File: src/rtl/uart_tx_periph_pkg.sv
// Shared constants for the UART transmit peripheral: register map, field
// positions and transmitter state encoding.
package uart_tx_periph_pkg;

  localparam logic [31:0] ADDR_TXDATA = 32'h4000_0018;
  localparam logic [31:0] ADDR_STATUS = 32'h4000_001C;
  localparam logic [31:0] ADDR_CTRL   = 32'h4000_0020;

  localparam int STATUS_FULL_BIT  = 0;
  localparam int STATUS_EMPTY_BIT = 1;
  localparam int STATUS_BUSY_BIT  = 2;
  localparam int STATUS_OVF_BIT   = 3;
  localparam int STATUS_COUNT_LSB = 4;

  localparam int CTRL_IRQ_EN_BIT  = 0;
  localparam int CTRL_OVF_CLR_BIT = 1;

  typedef enum logic [1:0] {
    S_IDLE  = 2'd0,
    S_START = 2'd1,
    S_DATA  = 2'd2,
    S_STOP  = 2'd3
  } tx_state_e;

endpackage

File: src/rtl/uart_tx_periph_fifo.sv
// Synchronous byte FIFO feeding the transmitter; depth is 2^DEPTH_BIT and the
// head entry is presented combinationally on dout.
module tx_fifo #(
  parameter int DEPTH_BIT = 3,
  parameter int WIDTH     = 8
) (
  input  logic                 clk,
  input  logic                 reset,
  input  logic                 push,
  input  logic                 pop,
  input  logic [WIDTH-1:0]     din,
  output logic [WIDTH-1:0]     dout,
  output logic                 full,
  output logic                 empty,
  output logic [DEPTH_BIT:0]   count
);

  localparam int DEPTH = 1 << DEPTH_BIT;
  typedef logic [DEPTH_BIT-1:0] ptr_t;
  typedef logic [DEPTH_BIT:0]   cnt_t;

  logic [WIDTH-1:0] mem_r [DEPTH];
  ptr_t wr_ptr_r;
  ptr_t rd_ptr_r;
  cnt_t count_r;
  logic push_ok_s;
  logic pop_ok_s;

  assign full  = (count_r == cnt_t'(DEPTH));
  assign empty = (count_r == cnt_t'(0));
  assign count = count_r;
  assign dout  = mem_r[rd_ptr_r];

  // A push into a full FIFO is accepted only when a pop frees the slot in the same cycle.
  assign push_ok_s = push & (~full | pop);
  assign pop_ok_s  = pop & ~empty;

  // Storage array; occupancy gates every read so it needs no reset.
  always_ff @(posedge clk) begin
    if (push_ok_s) mem_r[wr_ptr_r] <= din;
  end

  // Pointers wrap naturally at the power-of-two depth.
  always_ff @(posedge clk or negedge reset) begin
    if (!reset) begin
      wr_ptr_r <= ptr_t'(0);
      rd_ptr_r <= ptr_t'(0);
      count_r  <= cnt_t'(0);
    end else begin
      if (push_ok_s) wr_ptr_r <= wr_ptr_r + ptr_t'(1);
      if (pop_ok_s)  rd_ptr_r <= rd_ptr_r + ptr_t'(1);
      case ({push_ok_s, pop_ok_s})
        2'b10:   count_r <= count_r + cnt_t'(1);
        2'b01:   count_r <= count_r - cnt_t'(1);
        default: count_r <= count_r;
      endcase
    end
  end

endmodule

File: src/rtl/uart_tx_periph.sv
// Memory-mapped 8N1 UART transmitter with a TX FIFO, sticky overflow flag and
// a transmit-complete level interrupt.
module uart_tx_periph
  import uart_tx_periph_pkg::*;
#(
  parameter int CLKS_PER_BIT   = 10417,
  parameter int FIFO_DEPTH_BIT = 3
) (
  input  logic        clk,
  input  logic        reset,
  input  logic        MemRead,
  input  logic        MemWrite,
  input  logic [31:0] address,
  input  logic [31:0] write_data,
  output logic [31:0] read_data,
  output logic        Tx_Serial,
  output logic        tx_irq
);

  localparam int CNT_W = (CLKS_PER_BIT > 1) ? $clog2(CLKS_PER_BIT) : 1;
  typedef logic [CNT_W-1:0] cnt_t;
  localparam cnt_t BIT_RELOAD = cnt_t'(CLKS_PER_BIT - 1);

  tx_state_e state_r, state_s;
  cnt_t bit_cnt_r, bit_cnt_s;
  logic [2:0] bit_idx_r, bit_idx_s;
  logic [7:0] shift_r, shift_s;
  logic tx_r, tx_s;
  logic pop_s;
  logic irq_r, irq_en_r, ovf_r;
  logic push_s, wr_ctrl_s;
  logic [7:0] fifo_dout_s;
  logic fifo_full_s, fifo_empty_s;
  logic [FIFO_DEPTH_BIT:0] fifo_count_s;
  logic [31:0] status_s, ctrl_s;
  logic unused_s;

  assign push_s    = MemWrite & (address == ADDR_TXDATA);
  assign wr_ctrl_s = MemWrite & (address == ADDR_CTRL);
  assign unused_s  = ^write_data[31:8] ^ ^write_data[7:2];
  assign Tx_Serial = tx_r;
  assign tx_irq    = irq_r;

  tx_fifo #(.DEPTH_BIT(FIFO_DEPTH_BIT), .WIDTH(8)) u_fifo (
    .clk   (clk),
    .reset (reset),
    .push  (push_s),
    .pop   (pop_s),
    .din   (write_data[7:0]),
    .dout  (fifo_dout_s),
    .full  (fifo_full_s),
    .empty (fifo_empty_s),
    .count (fifo_count_s)
  );

  // Transmitter state and bit-timing registers.
  always_ff @(posedge clk or negedge reset) begin
    if (!reset) begin
      state_r   <= S_IDLE;
      bit_cnt_r <= cnt_t'(0);
      bit_idx_r <= 3'd0;
      shift_r   <= 8'd0;
      tx_r      <= 1'b1;
    end else begin
      state_r   <= state_s;
      bit_cnt_r <= bit_cnt_s;
      bit_idx_r <= bit_idx_s;
      shift_r   <= shift_s;
      tx_r      <= tx_s;
    end
  end

  // Next-state logic; the line level is computed one cycle ahead so Tx_Serial is a flop.
  always_comb begin
    state_s   = state_r;
    bit_cnt_s = bit_cnt_r;
    bit_idx_s = bit_idx_r;
    shift_s   = shift_r;
    tx_s      = tx_r;
    pop_s     = 1'b0;
    case (state_r)
      S_IDLE: begin
        if (!fifo_empty_s) begin
          pop_s     = 1'b1;
          state_s   = S_START;
          bit_cnt_s = BIT_RELOAD;
          shift_s   = fifo_dout_s;
          tx_s      = 1'b0;
        end else begin
          tx_s = 1'b1;
        end
      end
      S_START: begin
        if (bit_cnt_r == cnt_t'(0)) begin
          state_s   = S_DATA;
          bit_cnt_s = BIT_RELOAD;
          bit_idx_s = 3'd0;
          tx_s      = shift_r[0];
        end else begin
          bit_cnt_s = bit_cnt_r - cnt_t'(1);
        end
      end
      S_DATA: begin
        if (bit_cnt_r == cnt_t'(0)) begin
          bit_cnt_s = BIT_RELOAD;
          if (bit_idx_r == 3'd7) begin
            state_s = S_STOP;
            tx_s    = 1'b1;
          end else begin
            bit_idx_s = bit_idx_r + 3'd1;
            shift_s   = {1'b0, shift_r[7:1]};
            tx_s      = shift_r[1];
          end
        end else begin
          bit_cnt_s = bit_cnt_r - cnt_t'(1);
        end
      end
      S_STOP: begin
        if (bit_cnt_r == cnt_t'(0)) begin
          if (!fifo_empty_s) begin
            pop_s     = 1'b1;
            state_s   = S_START;
            bit_cnt_s = BIT_RELOAD;
            shift_s   = fifo_dout_s;
            tx_s      = 1'b0;
          end else begin
            state_s = S_IDLE;
            tx_s    = 1'b1;
          end
        end else begin
          bit_cnt_s = bit_cnt_r - cnt_t'(1);
        end
      end
      default: begin
        state_s = S_IDLE;
        tx_s    = 1'b1;
      end
    endcase
  end

  // Control register, sticky overflow flag and registered interrupt.
  always_ff @(posedge clk or negedge reset) begin
    if (!reset) begin
      irq_en_r <= 1'b0;
      ovf_r    <= 1'b0;
      irq_r    <= 1'b0;
    end else begin
      irq_r <= irq_en_r & fifo_empty_s & (state_r == S_IDLE);
      if (wr_ctrl_s) begin
        irq_en_r <= write_data[CTRL_IRQ_EN_BIT];
        if (write_data[CTRL_OVF_CLR_BIT]) ovf_r <= 1'b0;
      end else if (push_s & fifo_full_s & ~pop_s) begin
        ovf_r <= 1'b1;
      end
    end
  end

  // Register images as seen by the CPU.
  always_comb begin
    status_s = 32'd0;
    status_s[STATUS_FULL_BIT]  = fifo_full_s;
    status_s[STATUS_EMPTY_BIT] = fifo_empty_s;
    status_s[STATUS_BUSY_BIT]  = (state_r != S_IDLE);
    status_s[STATUS_OVF_BIT]   = ovf_r;
    status_s[STATUS_COUNT_LSB +: FIFO_DEPTH_BIT+1] = fifo_count_s;
    ctrl_s = 32'd0;
    ctrl_s[CTRL_IRQ_EN_BIT] = irq_en_r;
  end

  // Read mux; TXDATA is write-only and reads as zero.
  always_comb begin
    read_data = 32'd0;
    if (MemRead) begin
      case (address)
        ADDR_STATUS: read_data = status_s;
        ADDR_CTRL:   read_data = ctrl_s;
        default:     read_data = 32'd0;
      endcase
    end else begin
      read_data = 32'd0;
    end
  end

endmodule
File: config.mk
export PLATFORM = sky130hd
export DESIGN_NAME = uart_tx_periph
export DESIGN_NICKNAME = d
export VERILOG_FILES = /design/src/rtl/uart_tx_periph_pkg.sv /design/src/rtl/uart_tx_periph_fifo.sv /design/src/rtl/uart_tx_periph.sv
export SDC_FILE = /design/constraint.sdc
export NUM_CORES = 1
export LEC_CHECK = 0
export BUFFER_PORTS_ARGS = -buffer_cell sky130_fd_sc_hd__buf_2
export CELL_PAD_IN_SITES_DETAIL_PLACEMENT = 1
export CELL_PAD_IN_SITES_GLOBAL_PLACEMENT = 1
export CORE_MARGIN = 3
export CORE_UTILIZATION = 45
export CTS_CLUSTER_SIZE = 24
export DETAILED_ROUTE_END_ITERATION = 8
export PLACE_DENSITY_LB_ADDON = 0.1
export SLEW_MARGIN = 20
export SYNTH_ARGS = -nofsm -noshare
export SYNTH_HDL_FRONTEND = slang
export SYNTH_HIERARCHICAL = 1
export SYNTH_SLANG_ARGS = --single-unit
File: constraint.sdc
create_clock -name clk -period 4.77 [get_ports clk]
set_input_delay 0.954 -clock clk [delete_from_list [all_inputs] [get_ports clk]]
set_output_delay 0.954 -clock clk [all_outputs]
set_load 0.02 [all_outputs]
After elaboration in Yosys (flattened, before gate mapping)
Memories as Yosys holds them, arrays and structs flattened. Cells that the tools add are included.

Add/subtract/negate cells: 6. Equality and inequality tests: 17. Muxes and demuxes: 37. Bitwise operators: 12. Reductions and logical operators: 14.

Operator list (number): $eq A32 B31 Y1 const B (3); $mux W14 (3); $pmux W14 S3 (1); $mux W32 (1); $mux W8 (4); $pmux W8 S3 (1); $pmux W8 S2 (1); $logic_not A14 Y1 (1); $ne A2 B2 Y1 const B (7); $sub A14 B1 Y14 const B (1); $mux W1 (13); $mux W2 (5); $add A3 B1 Y3 const B (3); $mux W3 (3); $and A1 B1 Y1 (8); $pmux W2 S4 (1); $pmux W4 S2 (1); $reduce_and A4 Y1 (2); $reduce_bool A2 Y1 (4); $eq A2 B2 Y1 const B (3); $pmux W3 S2 (1); $reduce_and A5 Y1 (1); $add A4 B1 Y4 const B (1); $eq A2 B1 Y1 const B (2); 13 further kinds (15).

Register bits after elaboration: 41. Bits in writable memories: 64. Input bits: 68. Output and inout bits: 34. Memories kept: 1.

Memories: u_fifo.mem_r (depth 8, bits a word 8, rd ports 1, clocked after Yosys merged registers in 0, wr ports 1, RTL line uart_tx_periph_fifo.sv:22) `logic [WIDTH-1:0] mem_r [DEPTH];`.

Logic depth before layout (Yosys ltp)
Depth after elaboration: 8. Gate-level depth with buffers: 13. Depth with buffers taken out: 12.

Cells and area by module
The synthesis kept the hierarchy.

Modules (own cells, without submodules): tx_fifo (times used 1, cells each 160, area each 3074.2 um^2, seq. area each 2172.1 um^2); uart_tx_periph (times used 1, cells each 229, area each 2250.9 um^2, seq. area each 777.0 um^2).

Least setup slack after synthesis
OpenSTA, ideal clock, no wires.

Path type: input port to flip-flop. Start: input address[1]. End: register u_fifo.count_r[3] (netlist: u_fifo/count[3]). Setup time: 0.134 ns. Data arrival time: 3.592 ns. Data required time: 4.636 ns. Setup slack: 1.045 ns. Stages: 10. Buffers on the path: 0. Path through: nor4b_1 > and4_1 > nand3_1 > nor3b_1 > o21ai_4 > ha_1 > ha_1 > or4b_2 > o311ai_0 > o211ai_1.

Word-level cells in the longest chain between the ends: 5. Elaborated cells between the ends (all ways): 7.

RTL lines: start, declared (RTL line uart_tx_periph.sv:13) `input logic [31:0] address,`; $eq A32 B31 Y1 * (RTL line uart_tx_periph.sv:38) `assign push_s = MemWrite & (address == ADDR_TXDATA);`; $and A1 B1 Y1 * (RTL line uart_tx_periph.sv:38); named net push_s (RTL line uart_tx_periph.sv:31) `logic push_s, wr_ctrl_s;`; $and A1 B1 Y1 * (RTL line uart_tx_periph_fifo.sv:35) `assign push_ok_s = push & (~full | pop);`; $eq A2 B1 Y1 or $eq A2 B2 Y1 (tied branches) (RTL line uart_tx_periph_fifo.sv:52) `case ({push_ok_s, pop_ok_s})`; $pmux W4 S2 or $reduce_bool A2 Y1 (tied branches); end signal, assigned (RTL line uart_tx_periph_fifo.sv:53) `2'b10: count_r <= count_r + cnt_t'(1);`; end signal, assigned (RTL line uart_tx_periph_fifo.sv:54) `2'b01: count_r <= count_r - cnt_t'(1);`; end signal, assigned (RTL line uart_tx_periph_fifo.sv:55) `default: count_r <= count_r;`; end, declared (RTL line uart_tx_periph_fifo.sv:25) `cnt_t count_r;`.

Mark *: on every way through the listed nets, which the timed path passes. The rest lies on a longest branch. A chain may end at the register's enable or synchronous reset.

Worst setup path after layout
Start: register bit_cnt_r[8]. End: register u_fifo.count_r[3] (netlist: u_fifo/count[3]).

Elaborated cells between the ends (all ways): 10.

RTL lines: start, declared (RTL line uart_tx_periph.sv:25) `cnt_t bit_cnt_r, bit_cnt_s;`; start signal, assigned (RTL line uart_tx_periph.sv:60) `bit_cnt_r <= cnt_t'(0);`; start signal, assigned (RTL line uart_tx_periph.sv:66) `bit_cnt_r <= bit_cnt_s;`; $logic_not A14 Y1 * (RTL line uart_tx_periph.sv:119) `if (bit_cnt_r == cnt_t'(0)) begin`; $mux W1 * (RTL line uart_tx_periph.sv:119); $pmux W1 S2 * (RTL line uart_tx_periph.sv:81) `case (state_r)`; named net pop_s (RTL line uart_tx_periph.sv:29) `logic pop_s;`; $and A1 B1 Y1 * (RTL line uart_tx_periph_fifo.sv:36) `assign pop_ok_s = pop & ~empty;`; named net u_fifo.pop_ok_s (RTL line uart_tx_periph_fifo.sv:27) `logic pop_ok_s;`; $eq A2 B1 Y1 or $eq A2 B2 Y1 (tied branches) (RTL line uart_tx_periph_fifo.sv:52); $pmux W4 S2 or $reduce_bool A2 Y1 (tied branches).

Marks and branches as above.

==> impl_metrics.csv <==
group,metric,value,unit
routing,wl_per_cell,19.1,µm
routing,drc,0,
global_route,grt_usage,18.8,%
synthesis,yosys.area.top_type,"edfxtp_1",
pwr,combPwrFrac,2.8,%
clock_tree,cts_tree,"done",
clock_tree,cts_resized,0,
floorplanning,num_io_pins,102,
synthesis,yosysUniqueCellTypes,68,
sta,hold_viol,0,
routing,ant_nets,0,
worst_hold_path,worstHoldPathType,"reg2reg",
global_route,grt_max_degree,42,
clock_tree,clock_sinks,105,
layout,finalNetCount,531,
place,place.gp.congestion,0.802,
setup_path,r2r_cells,12,
sta,slew_violations,0,
layout,multi_input_area,2140,µm²
clock_tree,clockRootBuffer,"clkbuf_16",
clock_tree,post_cts_buffers,0,
flow_run,drv_cap,0,
synthesis,synth_edf_count,64,
sta,tightest_slew,0.952,ns
place,port_buffers,53,
routing,vias_per_cell,5.62,
sta,fmax,0.262,GHz
setup_path,cp.required,4.99,ns
pwr,p_sw,0.000387,W
place,dp_hpwl,7970,µm
setup_path,worst_setup_path_start_kind,"flip-flop",
pwr,total_power,0.00178,W
setup_path,slowest_stage,"or4b_2",
synthesis,yosys.area.top_type_share,36.1,%
routing,drt_iter0_drc,180,
pwr,p_leak,2.40,nW
place,postPlaceCellArea,5680,µm²
synthesis,synthTopCellsByCount,"edfxtp_1, dfrtp_1, buf_4",
clock_tree,cts_buffers,9,
setup_path,slowest_delay,0.64,ns
floorplanning,num_rows,39,
floorplanning,start_util,46.2,%
pwr,p_sw_share,21.7,%
pwr,powerDensity,298,nW/µm²
synthesis,ys_warn_count,6,
setup_path,crit_type,"reg2reg",
global_route,antenna_found_initial,0,
sta,slew-limit-headroom,36.5,%
synthesis,synth.most_common_cell,"edfxtp_1",
global_route,grt_pass1_vias,3579,
floorplanning,die_x,115,µm
sta,setup_viol,0,
run_status,status,"complete, no violations",
floorplanning,core-area,11500,µm²
floorplanning,die_y,115,µm
setup_path,path_cells,"nor4_4 > and4_2 > a21oi_1 > nor3_1 > buf_4 > o41ai_1 > inv_2 > ha_1 > ha_1 > or4b_2 > o311ai_0 > o211ai_1",
sta,final.setup.tns,0,ns
clock_tree,cts_buffer_depth,2,
synthesis,synth_area_leaders,"edfxtp_1, dfrtp_1, mux4_2",
layout,drive_gt1_share,30.6,%
synthesis,ys_seq_elements,105,
routing,dr.pass1.iters,4,
layout,regArea,2950,µm²
sta,fin_worst_skew,0.0101,ns
routing,num_vias,3353,
clock_tree,worstSkewPairLatency,0.35,ns
pwr,pwr-share-seq,54.1,%
global_route,grt_pass1_wl,19100,µm
synthesis,async_flop_share,39.0,%
clock_tree,htree_levels,3,
floorplanning,dieArea,13200,µm²
setup_path,regToRegSetupSlack,0.96,ns
synthesis,syn_area_per_cell,13.7,µm²
sta,finalCritPeriodShare,80.0,%
pwr,max-vdd-ir-drop,0.000217,V
worst_hold_path,hold_depth,1,
pwr,clkPwrFrac,43.1,%
sta,post-route-min-period,3.81,ns
routing,wirelength,11400,µm
synthesis,yosysSeqAreaShare,55.4,%
sta,rsz0062_at_grt,"false",
place,dp_worst_setup_slack,0.531,ns
synthesis,synth_area,5330,µm²
clock_tree,hold_buffers,0,
setup_path,cp_common_cell,"ha_1",
pwr,intPower,0.00140,W
synthesis,syn_inst,389,
synthesis,synth_ff_type,"edfxtp_1",
setup_path,critPathCaptureType,"flip-flop",
layout,fin_area,5990,µm²
clock_tree,clk_pin_slew,0.07,ns
layout,insertedDiodeCount,0,
global_route,overflow,0,
setup_path,critPathMaxFanout,9,
layout,synthToLayoutAreaGrowth,12.4,%
setup_path,arrival,4.04,ns
sta,fin_ws,0.956,ns
layout,num-fill-cells,1183,
[routing by layer]
| metal | routed length (µm) | global-route usage, % | vias to the layer above |
|---|---|---|---|
| li1 | - | - | 1572 |
| met5 | 0 | 0 | - |
| met3 | 369 | 3.11 | 14 |
| met1 | 5290 | 26.0 | 1695 |
| met2 | 5580 | 30.7 | 72 |
| met4 | 155 | 5.63 | 0 |
[cell families (layout without fill, tap and decap cells)]
group	count (synthesis)	after routing	synth area share [%]
buf+inv	53	95	6.06
fa+ha+maj	14	14	3.43
simple gates	100	100	11.8
mux	46	46	13.6
other cells	1	24	0.0704
flops	105	105	55.4
xor+xnor	7	7	1.15
compound gates	63	63	8.51
[worst max-delay path: cells and delay by family (launching register included)]
family | cells | cell delay [ns]
AOI/OAI and AO/OA | 4 | 0.52
buffers and inverters | 2 | 0.30
DFF | 1 | 0.46
adders and majority gates | 2 | 0.64
and+or+nand+nor | 4 | 1.75
[placed cells by master (no fill, tap or decap), types with 3 or more instances in the layout]
cell type | Yosys | layout
nand4_1 | 3 | 3
a32o_1 | 3 | 3
and2_1 | 8 | 8
a31oi_1 | 6 | 6
nand3b_1 | 3 | 3
nor3b_1 | 4 | 4
and3_1 | 4 | 4
inv_1 | 13 | 13
mux2_4 | 8 | 8
xnor2_1 | 5 | 5
o21ai_0 | 8 | 8
nand2b_1 | 5 | 5
nand2_1 | 13 | 13
conb_1 | 1 | 24
nand3_1 | 7 | 7
nor2_1 | 13 | 13
a211oi_1 | 3 | 3
mux4_2 | 16 | 16
nor3_1 | 13 | 13
mux2i_1 | 5 | 5
nor4_1 | 9 | 9
clkbuf_16 | 0 | 9
o22a_1 | 3 | 3
ha_1 | 13 | 13
buf_4 | 26 | 12
a21oi_1 | 14 | 14
buf_2 | 3 | 53
edfxtp_1 | 64 | 64
o211ai_1 | 3 | 3
dfrtp_1 | 40 | 40
mux2_2 | 17 | 17
[flip-flops by register name, indices dropped and copies added (netlist names)]
| register | count |
|---|---|
| Tx_Serial | 1 |
| bit_cnt_r | 14 |
| bit_idx_r | 3 |
| irq_en_r | 1 |
| ovf_r | 1 |
| shift_r | 8 |
| state_r | 2 |
| tx_irq | 1 |
| u_fifo/count | 4 |
| u_fifo/mem_r | 64 |
| u_fifo/rd_ptr_r | 3 |
| u_fifo/wr_ptr_r | 3 |
[cell type report]
type	count	share of cell area, %
Clock inverter	7	1.44
Clock buffer	9	3.76
Multi-Input combinational cell	254	35.7
Tap cell	143	2.99
Sequential cell	105	49.3
Inverter	14	0.878
Timing Repair Buffer	65	5.94
[stage by stage]
stage	util, %	hold WS, ns	std cells
3_3_place_gp	49.3	0.484	581
2_1_floorplan	-	0.461	412
5_1_grt	52.0	0.540	597
3_5_place_dp	49.3	0.493	581
6_report	52.0	0.511	597
4_1_cts	52.0	0.518	597
[path summary, 6_finish.rpt]
check / from / end
max: bit_cnt_r[8]$_DFF_PN0_ / u_fifo/count[3]$_DFFE_PN0P_
min: bit_idx_r[2]$_DFFE_PN0P_ / bit_idx_r[2]$_DFFE_PN0P_
max reg2reg: bit_cnt_r[8]$_DFF_PN0_ / u_fifo/count[3]$_DFFE_PN0P_
min reg2reg: bit_idx_r[2]$_DFFE_PN0P_ / bit_idx_r[2]$_DFFE_PN0P_
max in group asynchronous: reset / bit_cnt_r[7]$_DFF_PN0_
min in group asynchronous: reset / shift_r[5]$_DFFE_PN0P_
[power groups by stage]
stage               sequential [W]  combinational [W]  clock (W)
finish                    0.000965          0.0000497   0.000769
global route              0.000965          0.0000572   0.000823
CTS                       0.000965          0.0000505   0.000789
detailed placement        0.000984          0.0000505          0
global placement          0.000984          0.0000492          0
floorplan                 0.000985          0.0000336          0
No activity file was read; power rests on OpenSTA's default activity.
